**config.mk**
```make
export PLATFORM = sky130hd
export DESIGN_NAME = program_loader_flat
export DESIGN_NICKNAME = d
export VERILOG_FILES = /design/src/rtl/program_loader_if.sv /design/src/rtl/program_loader.sv /design/src/flat_wrapper.sv
export SDC_FILE = /design/constraint.sdc
export NUM_CORES = 1
export LEC_CHECK = 0
export ABC_AREA = 1
export BUFFER_PORTS_ARGS = -buffer_cell sky130_fd_sc_hd__buf_2
export CAP_MARGIN = 20
export CORE_MARGIN = 5
export CORE_UTILIZATION = 55
export CTS_CLUSTER_SIZE = 16
export DETAILED_ROUTE_END_ITERATION = 8
export MAX_ROUTING_LAYER = met4
export PLACE_DENSITY = 0.77
export SYNTH_ARGS = -nofsm -noshare
export SYNTH_HDL_FRONTEND = slang
export SYNTH_SLANG_ARGS = --single-unit
```
**constraint.sdc**
```tcl
create_clock -name clk -period 2.5 [get_ports clk]
set_input_delay 0.5 -clock clk [delete_from_list [all_inputs] [get_ports clk]]
set_output_delay 0.5 -clock clk [all_outputs]
set_load 0.02 [all_outputs]
```
**src/rtl/program_loader_if.sv**
```systemverilog
// Program-loader bus: byte receive stream, start control, program-memory
// write port and loader status flags.
interface program_loader_if #(
    parameter int unsigned AB = 11
);
    logic [7:0]    rx_data;
    logic          rx_valid;
    logic          start;
    logic [AB-1:0] mem_addr;
    logic [15:0]   mem_data;
    logic          mem_we;
    logic          cpu_hold;
    logic          done;
    logic          error;

    // Loader side
    modport slave (
        input  rx_data,
        input  rx_valid,
        input  start,
        output mem_addr,
        output mem_data,
        output mem_we,
        output cpu_hold,
        output done,
        output error
    );

    // Host / byte-source side
    modport master (
        output rx_data,
        output rx_valid,
        output start,
        input  mem_addr,
        input  mem_data,
        input  mem_we,
        input  cpu_hold,
        input  done,
        input  error
    );
endinterface

```
**src/rtl/program_loader.sv**
```systemverilog
// Serial program loader. Parses SYNC, COUNT_HI, COUNT_LO, COUNT 16-bit words
// (MSB first) and an optional CHK byte, writing each word to program memory
// at consecutive addresses starting from 0. The CPU is held in reset-like hold
// until a load completes.
// Optional feature: define LOADER_CHECKSUM_EN to expect and verify a trailing
// XOR checksum byte (XOR of COUNT_HI, COUNT_LO and all data bytes). Without
// it, CHECK passes straight to DONE and no checksum register exists.
module program_loader #(
    parameter int unsigned AB   = 11,
    parameter logic [7:0]  SYNC = 8'hA5
) (
    input logic             clk,
    input logic             rst_n,
    program_loader_if.slave bus
);

    typedef enum logic [2:0] {
        StIdle,
        StCntHi,
        StCntLo,
        StDataHi,
        StDataLo,
        StCheck,
        StDone,
        StError
    } state_e;

    // Largest legal word count; one more than the address space can hold in AB bits.
    localparam logic [16:0] MaxCount = 17'(1) << AB;

    state_e        state_q, state_d;
    logic [7:0]    cnt_hi_q, cnt_hi_d;
    logic [7:0]    data_hi_q, data_hi_d;
    logic [AB:0]   words_left_q, words_left_d;
    logic [AB-1:0] addr_q, addr_d;
    logic [15:0]   data_q, data_d;
    logic          we_q, we_d;
    logic          hold_q, hold_d;
    logic          done_q, done_d;
    logic          error_q, error_d;
`ifdef LOADER_CHECKSUM_EN
    logic [7:0]    chk_q, chk_d;
`endif

    // Full 16-bit count as received, widened so 2^AB can be compared directly.
    logic [16:0] frame_count;
    assign frame_count = {1'b0, cnt_hi_q, bus.rx_data};

    // Next-state logic: byte parser, word assembly, address and status outputs.
    always_comb begin
        state_d      = state_q;
        cnt_hi_d     = cnt_hi_q;
        data_hi_d    = data_hi_q;
        words_left_d = words_left_q;
        addr_d       = addr_q;
        data_d       = data_q;
        we_d         = 1'b0;
`ifdef LOADER_CHECKSUM_EN
        chk_d        = chk_q;
`endif

        // Address advances in the cycle after each write pulse; wraps naturally.
        if (we_q) begin
            addr_d = addr_q + {{(AB-1){1'b0}}, 1'b1};
        end

        case (state_q)
            StIdle: begin
                if (bus.rx_valid && (bus.rx_data == SYNC)) begin
                    state_d = StCntHi;
                end
            end
            StCntHi: begin
                if (bus.rx_valid) begin
                    cnt_hi_d = bus.rx_data;
`ifdef LOADER_CHECKSUM_EN
                    chk_d    = chk_q ^ bus.rx_data;
`endif
                    state_d  = StCntLo;
                end
            end
            StCntLo: begin
                if (bus.rx_valid) begin
`ifdef LOADER_CHECKSUM_EN
                    chk_d = chk_q ^ bus.rx_data;
`endif
                    if (frame_count == 17'd0) begin
                        state_d = StCheck;
                    end else if (frame_count > MaxCount) begin
                        state_d = StError;
                    end else begin
                        words_left_d = frame_count[AB:0];
                        state_d      = StDataHi;
                    end
                end
            end
            StDataHi: begin
                if (bus.rx_valid) begin
                    data_hi_d = bus.rx_data;
`ifdef LOADER_CHECKSUM_EN
                    chk_d     = chk_q ^ bus.rx_data;
`endif
                    state_d   = StDataLo;
                end
            end
            StDataLo: begin
                if (bus.rx_valid) begin
                    data_d       = {data_hi_q, bus.rx_data};
                    we_d         = 1'b1;
`ifdef LOADER_CHECKSUM_EN
                    chk_d        = chk_q ^ bus.rx_data;
`endif
                    words_left_d = words_left_q - {{AB{1'b0}}, 1'b1};
                    if (words_left_q == {{AB{1'b0}}, 1'b1}) begin
                        state_d = StCheck;
                    end else begin
                        state_d = StDataHi;
                    end
                end
            end
            StCheck: begin
`ifdef LOADER_CHECKSUM_EN
                if (bus.rx_valid) begin
                    state_d = (bus.rx_data == chk_q) ? StDone : StError;
                end
`else
                state_d = StDone;
`endif
            end
            StDone, StError: begin
                // Written words stay in memory; only the parser is re-armed.
                if (bus.start) begin
                    state_d = StIdle;
                    addr_d  = '0;
`ifdef LOADER_CHECKSUM_EN
                    chk_d   = 8'h00;
`endif
                end
            end
            default: begin
                state_d = StIdle;
            end
        endcase

        // Status flags are registered from the next state so they track state_q.
        hold_d  = (state_d != StDone);
        done_d  = (state_d == StDone);
        error_d = (state_d == StError);
    end

    // State and output registers with synchronous active-low reset.
    always_ff @(posedge clk) begin
        if (!rst_n) begin
            state_q      <= StIdle;
            cnt_hi_q     <= 8'h00;
            data_hi_q    <= 8'h00;
            words_left_q <= '0;
            addr_q       <= '0;
            data_q       <= 16'h0000;
            we_q         <= 1'b0;
            hold_q       <= 1'b1;
            done_q       <= 1'b0;
            error_q      <= 1'b0;
`ifdef LOADER_CHECKSUM_EN
            chk_q        <= 8'h00;
`endif
        end else begin
            state_q      <= state_d;
            cnt_hi_q     <= cnt_hi_d;
            data_hi_q    <= data_hi_d;
            words_left_q <= words_left_d;
            addr_q       <= addr_d;
            data_q       <= data_d;
            we_q         <= we_d;
            hold_q       <= hold_d;
            done_q       <= done_d;
            error_q      <= error_d;
`ifdef LOADER_CHECKSUM_EN
            chk_q        <= chk_d;
`endif
        end
    end

    assign bus.mem_addr = addr_q;
    assign bus.mem_data = data_q;
    assign bus.mem_we   = we_q;
    assign bus.cpu_hold = hold_q;
    assign bus.done     = done_q;
    assign bus.error    = error_q;

endmodule

```
**src/flat_wrapper.sv**
```systemverilog
// flat-port wrapper written by rule: the top's interface ports become plain ports
module program_loader_flat 
#(
    parameter int unsigned AB   = 11,
    parameter logic [7:0]  SYNC = 8'hA5
)
  (clk, rst_n, bus_rx_data, bus_rx_valid, bus_start, bus_mem_addr, bus_mem_data, bus_mem_we, bus_cpu_hold, bus_done, bus_error);
  program_loader_if #(.AB(AB)) bus_i ();
  input logic clk;
  input logic rst_n;
  input wire logic [$bits(bus_i.rx_data)-1:0] bus_rx_data;
  input wire logic [$bits(bus_i.rx_valid)-1:0] bus_rx_valid;
  input wire logic [$bits(bus_i.start)-1:0] bus_start;
  output wire logic [$bits(bus_i.mem_addr)-1:0] bus_mem_addr;
  output wire logic [$bits(bus_i.mem_data)-1:0] bus_mem_data;
  output wire logic [$bits(bus_i.mem_we)-1:0] bus_mem_we;
  output wire logic [$bits(bus_i.cpu_hold)-1:0] bus_cpu_hold;
  output wire logic [$bits(bus_i.done)-1:0] bus_done;
  output wire logic [$bits(bus_i.error)-1:0] bus_error;
  assign bus_i.rx_data = bus_rx_data;
  assign bus_i.rx_valid = bus_rx_valid;
  assign bus_i.start = bus_start;
  assign bus_mem_addr = bus_i.mem_addr;
  assign bus_mem_data = bus_i.mem_data;
  assign bus_mem_we = bus_i.mem_we;
  assign bus_cpu_hold = bus_i.cpu_hold;
  assign bus_done = bus_i.done;
  assign bus_error = bus_i.error;
  program_loader #(.AB(AB), .SYNC(SYNC)) u_core (.clk(clk), .rst_n(rst_n), .bus(bus_i));
endmodule
```
## Yosys cells after proc, flatten, opt, wreduce, memory -nomap -nowiden

Cells that the tools add are included.

- Input port bits: 12
- Output and inout bits: 31
- Word-level logic and storage cells: 58
- Flip-flop bits (word level): 62

- Add/sub/neg operators: 2
- Equal/unequal tests: 16
- Reduce and logical (&&, ||, !) cells: 10
- Mux-type cells: 19
- Magnitude comparators: 1

Operators with widths:

| operator | count |
|---|---|
| $mux 12 | 4 |
| $mux 11 | 3 |
| $mux 3 | 9 |
| $pmux 12 s2 | 1 |
| $pmux 3 s7 | 1 |
| $eq 3x3->1 const B | 6 |
| $logic_not 17->1 | 1 |
| $gt 16x12->1 const B | 1 |
| $eq 12x1->1 const B | 1 |
| $sub 12x1->12 const B | 1 |
| $add 11x1->11 const B | 1 |
| $eq 8x8->1 const B | 1 |
| $ne 2x2->1 const B | 4 |
| $reduce_and 2->1 | 4 |
| $eq 3x2->1 const B | 2 |
| $reduce_and 5->1 | 1 |
| $eq 3x1->1 const B | 1 |
| $logic_not 3->1 | 1 |
| $ne 3x3->1 const B | 1 |
| $reduce_bool 2->1 | 1 |
| $reduce_or 2->1 | 1 |
| $logic_and 1x1->1 | 1 |
| $mux 1 | 1 |

## Depth between registers and ports, before layout

- Depth after elaboration: 6
- Depth in mapped cells: 11
- Depth with buffers taken out: 11

## Least setup slack after synthesis

No wires, ideal clock.

- Path kind: register to register
- Start point: reg u_core.addr_q[1], in the netlist u_core.bus.mem_addr[1]
- End point: reg u_core.addr_q[10], in the netlist u_core.bus.mem_addr[10]
- Buffers on the path: 0
- Required time: 2.385 ns
- Clock period less this slack: 1.566 ns
- Arrival: 1.451 ns
- Stages on the path, launching flop included: 11
- Setup slack: 0.934 ns
- Library setup time: 0.115 ns
- Cell sequence: dfxtp_1 ha_1 nand2_1 nor2_1 nand3_1 nor2_1 nand2_1 nor2_1 nand3_1 nand2_1 nor2_1

- Cells in the longest elaborated chain, start to end: 4

Ends and longest elaborated chain:

| element | line | text |
|---|---|---|
| start: declaration | program_loader.sv:35 | `logic [AB-1:0] addr_q, addr_d;` |
| start signal: assignment | program_loader.sv:172 | `addr_q <= addr_d;` |
| $add 11x1->11 (*) | program_loader.sv:64 | `addr_d = addr_q + {{(AB-1){1'b0}}, 1'b1};` |
| $mux 11 (*) | program_loader.sv:63 | `if (we_q) begin` |
| $mux 11 | program_loader.sv:132 | `if (bus.start) begin` |
| $mux 11 (*) | program_loader.sv:67 | `case (state_q)` |

Every way passes the cells marked *; elsewhere a longest branch is shown, timed or not.
A chain may end at the register's enable or synchronous reset.

## Final worst setup path

- Start point: reg u_core.state_q[1]
- End point: reg u_core.error_q, in the netlist u_core.bus.error

- Cells in the longest elaborated chain, start to end: 4
- Elaborated cells between the ends (all ways): 17
- Classes of those cells: eq/ne (8); mux (7); reduce/logical (2)

Ends and longest elaborated chain:

| element | line | text |
|---|---|---|
| start: declaration | program_loader.sv:31 | `state_e state_q, state_d;` |
| start signal: assignment | program_loader.sv:154 | `state_q <= StIdle;` |
| start signal: assignment | program_loader.sv:168 | `state_q <= state_d;` |
| $eq 3x3->1 | program_loader.sv:67 |  |
| $reduce_or 2->1 | program_loader.sv:67 |  |
| $pmux 3 s7 (*) | program_loader.sv:67 |  |
| $eq 3x3->1 (*) | program_loader.sv:148 | `error_d = (state_d == StError);` |
| end signal: assignment | program_loader.sv:177 | `error_q <= error_d;` |
| end: declaration | program_loader.sv:40 | `logic error_q, error_d;` |

Marks and branches as above.

==> reports/summary.txt <==
gr busiest metal: met2
vias: 2813
combinational power share: 8.8%
core area: 0.00511 sq mm
pwr dens: 586 mW/mm^2
vias in the first global route: 2644
CP startpoint kind: register
outcome: completed
synthesized area: 0.00290 sq mm
register bit total from synthesis: 62
Fin. Hold Viols: 0
vias per cell: 5.11
H-Tree Depth: 3
Max FO, Critical Path: 13
clock group share of total power: 39.4%
clock sinks: 62
area grow syn2layout: 15.1%
layout cells sized above 1: 15.0%
slew of the pin with the lowest slew margin: 0.429 ns
Worst EP required: 2.74 ns
VDD IR max: 0.469 mV
CP Capture Type: register
asr flop ratio synth: 0%
commonest cells after routing, fill and taps aside: nand2_1, nor2_1, dfxtp_1, a21oi_1, buf_2
DRT iter0 DRCs: 233
WHS: 0.462 ns
Synth Area per Inst: 6.73 sq um
first-pass GRT wire length: 11500 um
synth unique cells: 26
dpl hpwl: 5040 um
Final ANT Viol Nets: 0
leakage power: 1.59 nW
post_cts resized: 0
Final Max Slew Viols: 0
Die Y-Extent: 82.6 um
worst skew pair latency: 0.34 ns
met1 GRT Util: 27.2%
max_cap viols: 0
WP data arrival: 1.91 ns
Die W: 82.6 um
Post-synth EDFFs: 0
worst min path class: reg2reg
RSZ-0062 raised after global routing: false
setup TNS: 0 ns
DRT Wirelength: 6860 um
DRC viols: 0
post-placement cell area: 0.00317 sq mm
met2 Usage GRT: 35.8%
TritonCTS Buffers: 9
Synthesized Nets: 446
Worst slew margin: 71.2%
largest net degree at the start of global routing: 23
GR Util All Layers: 22.7%
internal power: 1.44 mW
Sequential Power Share: 51.8%
# nets final: 491
n_diodes: 0
# Post-CTS Setup Buffers: 0
io pins: 43
switching power: 0.517 mW
Finish-stage setup viols: 0
YS warnings: 0
first-pass iteration count of the detailed router: 5
CTS root buffer: clkbuf_8
clock period minus final worst setup slack: 1.66 ns
met3 Use GR: 5.10%
FP Rows: 26
Worst-path clk slew: 0.07 ns
routability cong.: 0.995
cts hold-fix bufs: 0
sw frac: 26.4%
drt wl/cell: 12.4 um
Seq/Total Area, Yosys: 42.8%
clk buf depth: 2
final worst-path cycle share: 66.5%
commonest non-fill, non-tap cell in the layout: nand2_1
critical path class: reg2reg
initial antenna violation count: 0
synthesized instance count: 431
grt total ovfl: 0
Initial Util: 56.8%
Clock Skew: 0.00676 ns
Port Buffers: 42
fmax: 0.601 GHz
Finished Cell Area: 0.00334 sq mm
CTS tree: built
Primary FF master, synth: dfxtp_1
die area: 0.00683 sq mm
## final timing paths
check,start,endpoint,slack (ns),cells after the start
setup / recovery,u_core.state_q[1],u_core.bus.error,0.84,10
hold / removal,u_core.bus.mem_data[5],u_core.bus.mem_data[5],0.46,2
setup reg to reg,u_core.state_q[1],u_core.bus.error,0.84,10
hold reg to reg,u_core.bus.mem_data[5],u_core.bus.mem_data[5],0.46,2
## Yosys cell counts, types with 2 or more instances
cell | instances | area (sq um)
or2_2 | 2 | 12.5
nor3_1 | 2 | 10.0
inv_2 | 2 | 7.51
nand2_1 | 121 | 454
buf_6 | 2 | 22.5
buf_2 | 5 | 25.0
nand3_1 | 22 | 110
xor2_1 | 6 | 52.6
nand4_1 | 4 | 25.0
o21ai_0 | 30 | 150
dfxtp_1 | 62 | 1240
ha_1 | 3 | 37.5
a21oi_1 | 50 | 250
nor2_1 | 64 | 240
inv_1 | 40 | 150
clkbuf_1 | 6 | 22.5
## kinds of logic after synthesis
group	Yosys count	synth area share, %
adder cells (fa/ha/maj)	3	1.29
multiplexers	1	0.345
AND/OR/NAND/NOR	221	31.5
AO/OA/AOI/OAI	82	14.2
XOR/XNOR	6	1.81
flip-flops	62	42.8
buffers and inverters	56	7.98
## worst max-delay path, stage by stage (launching register included)
cell and delay [ns]:
dfxtp_1 0.50, nor2_1 0.11, nand2_1 0.09, nor2_1 0.04, buf_4 0.17, inv_1 0.15, nand3_1 0.11, a21oi_1 0.18
nand2_1 0.09, nand2_1 0.08, nor2_1 0.04
## metal layers
metal / part of all wire, % / wire, um
met1: 47 / 3200
met2: 46 / 3150
met3: 4.7 / 325
met4: 2.7 / 183
met5: 0 / 0
## sequential cells by signal (all words and copies together), names as in the netlist
signal	flops
u_core.bus.mem_data	16
u_core.words_left_q	12
u_core.data_hi_q	8
u_core.bus.error	1
u_core.bus.cpu_hold	1
u_core.bus.mem_addr	11
u_core.cnt_hi_q	8
u_core.bus.done	1
u_core.state_q	3
u_core.bus.mem_we	1
## through the flow
step / util (%) / power [mW] / setup slack (ns) / instances
floorplan: - / 1.16 / 0.934 / 431
global placement: 62.0 / 1.20 / 0.722 / 535
detailed placement: 62.0 / 1.20 / 0.693 / 535
CTS: 65.4 / 1.96 / 0.851 / 551
global route: 65.4 / 2.04 / 0.677 / 551
finish: 65.4 / 1.96 / 0.837 / 551
## area by class of cell
| type | count | area, sq um |
|---|---|---|
| sequential | 62 | 1240 |
| tap | 70 | 87.6 |
| timing repair buffer | 47 | 248 |
| clock inverter | 6 | 36.3 |
| multi-input combinational | 313 | 1430 |
| clock buffer | 10 | 138 |
| inverter | 43 | 161 |
| fill | 467 | 1770 |
## power by group through the flow
stage | logic [mW] | registers (mW) | clock network [mW]
after floorplan | 0.124 | 1.03 | 0
after global placement | 0.167 | 1.04 | 0
after detailed placement | 0.168 | 1.04 | 0
after CTS | 0.170 | 1.01 | 0.780
after global routing | 0.195 | 1.02 | 0.835
final | 0.171 | 1.01 | 0.772
No activity file was read; power rests on OpenSTA's default activity.
